==> src/rtl/mem_fetch_ctrl.sv <==
// Fetch/decode/execute sequencer for the 10-bit instruction memory port; opcode 00 halts when MEM_CTRL_HALT_EN is defined, else NOP.
// Latency: MOVR/LDI/NOP retire 2 cycles after FETCH entry, LDA 3; back-to-back with no bubble.
// Backpressure: none; memory is combinational, stop is honoured only at retire, start only in IDLE.
module mem_fetch_ctrl (
    input  logic       clk,
    input  logic       rst_n,
    input  logic       start,
    input  logic       stop,
    input  logic [9:0] mem_data,
    output logic [7:0] mem_addr,
    output logic       mem_rw,
    output logic [7:0] pc,
    output logic [9:0] ir,
    output logic [7:0] reg_r,
    output logic [7:0] reg_a,
    output logic       busy,
    output logic       instr_done,
    output logic       halted
);

    typedef enum logic [2:0] {
        S_IDLE   = 3'd0,
        S_FETCH  = 3'd1,
        S_DECODE = 3'd2,
        S_READ   = 3'd3,
        S_HALT   = 3'd4
    } state_t;

    state_t      r_state;
    state_t      w_next;
    logic [7:0]  r_pc;
    logic [9:0]  r_ir;
    logic [7:0]  r_r;
    logic [7:0]  r_a;
    logic [7:0]  r_mbr;
    logic [7:0]  w_addr;
    logic        w_done;
    logic [1:0]  w_op;

    assign w_op = r_ir[9:8];

    always_comb begin
        w_next = r_state;
        w_addr = r_pc;
        w_done = 1'b0;
        unique case (r_state)
            S_IDLE: begin
                if (start) w_next = S_FETCH;
            end
            S_FETCH: begin
                w_next = S_DECODE;
            end
            S_DECODE: begin
                w_addr = r_ir[7:0];
                if (w_op == 2'b11) begin
                    w_next = S_READ;
                end else begin
                    w_done = 1'b1;
                    w_next = stop ? S_IDLE : S_FETCH;
`ifdef MEM_CTRL_HALT_EN
                    if (w_op == 2'b00) w_next = S_HALT;
`endif
                end
            end
            S_READ: begin
                w_addr = r_mbr;
                w_done = 1'b1;
                w_next = stop ? S_IDLE : S_FETCH;
            end
            S_HALT: begin
`ifdef MEM_CTRL_HALT_EN
                w_next = S_HALT;
`else
                w_next = S_IDLE;
`endif
            end
            default: w_next = S_IDLE;
        endcase
    end

    always_ff @(posedge clk or negedge rst_n) begin
        if (!rst_n) begin
            r_state <= S_IDLE;
            r_pc    <= 8'h00;
            r_ir    <= 10'h000;
            r_r     <= 8'h00;
            r_a     <= 8'h00;
            r_mbr   <= 8'h00;
        end else begin
            r_state <= w_next;
            case (r_state)
                S_FETCH: begin
                    r_ir <= mem_data;
                    r_pc <= r_pc + 8'd1;
                end
                S_DECODE: begin
                    // mem_data here is the word at the operand address
                    case (w_op)
                        2'b01:   r_r   <= r_ir[7:0];
                        2'b10:   r_a   <= mem_data[7:0];
                        2'b11:   r_mbr <= mem_data[7:0];
                        default: ;
                    endcase
                end
                S_READ: r_a <= mem_data[7:0];
                default: ;
            endcase
        end
    end

    assign mem_addr   = w_addr;
    assign mem_rw     = 1'b0;
    assign pc         = r_pc;
    assign ir         = r_ir;
    assign reg_r      = r_r;
    assign reg_a      = r_a;
    assign busy       = (r_state == S_FETCH) || (r_state == S_DECODE) || (r_state == S_READ);
    assign instr_done = w_done;
`ifdef MEM_CTRL_HALT_EN
    assign halted     = (r_state == S_HALT);
`else
    assign halted     = 1'b0;
`endif

endmodule

==> config.mk <==
export PLATFORM = sky130hd
export DESIGN_NAME = mem_fetch_ctrl
export DESIGN_NICKNAME = d
export VERILOG_FILES = /design/src/rtl/mem_fetch_ctrl.sv
export SDC_FILE = /design/constraint.sdc
export NUM_CORES = 1
export LEC_CHECK = 0
export CAP_MARGIN = 20
export CORE_AREA = 2 2 51 88
export DETAILED_ROUTE_END_ITERATION = 10
export DIE_AREA = 0 0 53 90
export PLACE_DENSITY = 0.81
export REMOVE_ABC_BUFFERS = 1
export SYNTH_ARGS = -nofsm -noshare
export SYNTH_HDL_FRONTEND = slang
export SYNTH_SLANG_ARGS = --single-unit
==> constraint.sdc <==
create_clock -name clk -period 4.6 [get_ports clk]
set_clock_uncertainty 0.1 [all_clocks]
set_input_delay 0.69 -clock clk [delete_from_list [all_inputs] [get_ports clk]]
set_output_delay 0.69 -clock clk [all_outputs]
set_load 0.03 [all_outputs]
Yosys cells after proc, flatten, opt, wreduce, memory -nomap -nowiden
Cells that the tools add are included.

word-level totals
  input port bits = 14
  word-level logic and storage cells = 31
  bits in registers = 45

operators by class
  reduce and logical (&&, ||, !) cells = 7
  mux-type cells = 9
  add/subtract/negate cells = 1
  equal/unequal tests = 8

operators by type and width
  kind                 count
  $pmux 8 s2           2
  $pmux 3 s4           1
  $add 8x1->8 const B  1
  $mux 8               1
  $eq 3x2->1 const B   2
  $reduce_and 2->1     3
  $eq 2x2->1 const B   2
  $eq 3x1->1 const B   1
  $logic_not 3->1      1
  $mux 3               1
  $eq 2x1->1 const B   1
  $logic_or 1x1->1     2
  $mux 1               2
  $mux 2               1
  $ne 2x1->1 const B   1
  $ne 2x2->1 const B   1
  $pmux 1 s2           1
  $reduce_bool 2->1    1

Depth between registers and ports, before layout
  depth after elaboration = 3
  gate-level depth with buffers = 5

Worst setup path before layout
Ideal clock, no wire load.

  path type = reg-to-output
  from = register r_state[1]
  to = output port mem_addr[3]
  path buffers = 2
  cell stages (with the launch flop) = 5
  arrival time = 1,387 ps
  path slack = 2,423 ps
  path through = dfrtp_1 buf_2 buf_1 nor2_1 a21oi_1

between the ends
  longest elaborated chain between the ends = 2

ends and longest elaborated chain
  what                      RTL line  RTL
  start: declaration        29        state_t r_state;
  start signal: assignment  90        r_state <= w_next;
  $eq 3x2->1                46        unique case (r_state)
  $pmux 8 s2 *              46
  end: declaration          10        output logic [7:0] mem_addr,

Every way passes the cells marked *; elsewhere a longest branch is shown, timed or not.

Worst setup path after layout
  from = register r_state[1]
  to = output port instr_done

between the ends
  longest elaborated chain between the ends = 2

ends and longest elaborated chain
  what              RTL line  RTL
  $eq 3x2->1        46
  $pmux 1 s2 *      46
  end: declaration  17        output logic instr_done,

Marked as above.

==> impl_metrics.toml <==
[synthesis]
synth_top_family_by_area = "multiplexers"
async_flop_share = 1.00
synth_xor_area_frac = 0.0320
yosysWarnings = 0
syn_inst = 141
syn_area_um2 = 1920
ys_top_cells_by_area = "dfrtp_1, mux2_2, mux2i_1"
synth-main-ff-cell = "dfrtp_1"
synth_simple_gate_area_frac = 0.0751
synth_fa_ha_area_frac = 0.00653
synth_mux_area_frac = 0.247
syn_area_per_cell_um2 = 13.6
synth_top_area_frac = 0.574
synth_largest_area_cell = "dfrtp_1"
ys_seq_area_frac = 0.574
synth_compound_area_frac = 0.0326
ys_ff_latch = 44
ys_types = 27
synth_enable_flop_cells = 0

[cts]
post_cts.repair.setup_buffers = 0
cts-resized-gates = 0
h-tree-depth = 2
clk_pin_slew_worst_paths_ns = 0.08
cts_tree = "yes"
cts_hold_buf = 0
cts_buffers = 5
clock_latency_ns = 0.29
clock_path_buffers = 2
cts_root_buf = "clkbuf_8"
numClockSinks = 44

[run]
drv_cap = 0

[sta]
slew_viol_final = 0
min_period_ns = 2.88
totalNegativeSetupSlack_ns = 0
worst_pin_slew_ns = 0.617
post-route-period-util = 0.625
fmax_mhz = 348
hold_viol = 0
relSlewSlack = 0.589
setup_violations = 0
rsz0062_at_grt = "false"

[global_route]
grt.total_usage = 0.194
grt_pass1_vias = 1396
overflow = 0
grt_pass1_wl_um = 6850
grt_start_max_net_pins = 45
antenna_found_initial = 0

[place]
port_buffers = 57
place.gp.congestion = 0.773
dp_hpwl_um = 3030

[final_layout]
fillerInstances = 331
final_core_util = 0.643
antenna_cells = 0
multiInputGateArea_um2 = 762
seq_area_um2 = 1100
fin_nets = 216
synthToLayoutAreaGrowth_pct = 36.6
drive_gt1_frac = 0.248

[floorplan]
core-area_um2 = 4070
die_w_um = 53
start_util = 0.471
io_pins = 60
design.die.area_um2 = 4770
die-height_um = 90
num_rows = 31

[drt]
vias = 1317
wire_per_inst_um = 16.2
drt-pass1-iter-count = 4
drcViolationCount = 0
postRouteAntennaNets = 0
vias_per_cell = 5.25
drtIter0Drc = 12
wl_um = 4060

[worst_setup_path]
crit_arrival_ns = 2.09
critPathLaunchType = "flop"
crit_chain = "inv_1 -> a21oi_1 -> clkdlybuf4s50_1"
cpMaxStageDelayCell = "dfrtp_1"
cp_max_fo = 22
crit_type = "reg2out"
end_kind = "output port"
required_ns = 3.81
slowest_delay_ns = 0.74

[power_and_ir_drop]
power.leakage_uw = 0.00111
peakVddDrop_mv = 0.546
p_per_area_nw_per_um2 = 883

[run_status]
status = "finished, final reports clean"

[min_path]
hp-class = "in2async"
## critical path: cells and delay by family, from the launching register on
kind / cells / cell delay, ns
flops: 1 / 0.74
buf+inv: 2 / 0.89
compound gates: 1 / 0.16
## Yosys cell counts, types with 2 or more instances
library cell and n:
xnor2_1 3, nand2_1 2, a21oi_1 9, mux2i_1 8, nor2_1 10, nand3_1 2
xor2_1 4, dfrtp_1 44, buf_4 4, nand4_1 2, mux2_2 35, nor2b_1 2
inv_1 2
## cells in the final DEF, fill, tap and decap left out, drive strengths merged
master and instances:
nand4 2, nor3b 1, mux2i 8, buf 3
nand2b 1, nand2 2, a21oi 9, clkdlybuf4s50 56
ha 1, nor2b 3, xor2 4, nor2 10
nand4b 1, clkinvlp 1, xnor2 3, or2 1
conb 2, o21ai 1, o221ai 1, dfrtp 44
nand3 3, nor3 1, clkbuf 7, inv 2
mux2 35
## state kept, by name, summed over array words and instances, names as in the netlist
name	flops
ir	10
pc	8
reg_r	8
r_state	2
r_mbr	8
reg_a	8
## layer usage
metal,global-route usage,wire length (um)
met4,0.0833,79
met2,0.326,2310
met1,0.239,1540
met3,0.0299,136
met5,0,0
## final timing paths
check	cells after the start	startpoint	slack (ns)	end
setup reg to reg	3	r_state[1]$_DFFE_PN0P_	2.47	reg_r[0]$_DFFE_PN0P_
hold / removal	1	rst_n	0.08	reg_r[7]$_DFFE_PN0P_
hold reg to reg	1	pc[7]$_DFFE_PN0N_	0.39	pc[7]$_DFFE_PN0N_
max in group asynchronous	2	rst_n	3.90	r_state[0]$_DFFE_PN0P_
min in group clk	1	pc[7]$_DFFE_PN0N_	0.39	pc[7]$_DFFE_PN0N_
setup / recovery	3	r_state[1]$_DFFE_PN0P_	1.72	instr_done
## power breakdown
group,switching [uW],internal [uW]
registers,195,577
clock network,120,122
logic,685,614
## stage by stage
| step | worst slack (ns) | instance area [um^2] | hold WS [ns] | total power (uW) | cells |
|---|---|---|---|---|---|
| 3_5_place_dp | 2.00 | 2500 | 0.386 | 2090 | 242 |
| 6_report | 1.72 | 2620 | 0.0799 | 2310 | 251 |
| 3_3_place_gp | 2.03 | 2500 | 0.385 | 2050 | 242 |
| 2_1_floorplan | 2.49 | 1870 | 0.294 | 1530 | 135 |
| 4_1_cts | 1.66 | 2600 | 0.400 | 2340 | 250 |
| 5_1_grt | 1.57 | 2620 | 0.0626 | 2430 | 251 |
## layout make-up
cell class                      instances  area share
Sequential cell                        44       0.420
Multi-Input combinational cell         89       0.291
Timing Repair Buffer                   59       0.226
Clock buffer                            7      0.0330
Tap cell                               49      0.0234
Clock inverter                          1     0.00287
Inverter                                2     0.00287
## cell families after synthesis
family	count (synthesis)
compound gates	11
xor+xnor	7
fa+ha+maj	1
buf+inv	9
flops	44
mux	43
other cells	1
simple gates	25
Note: power is estimated with default switching activity, not from simulation.
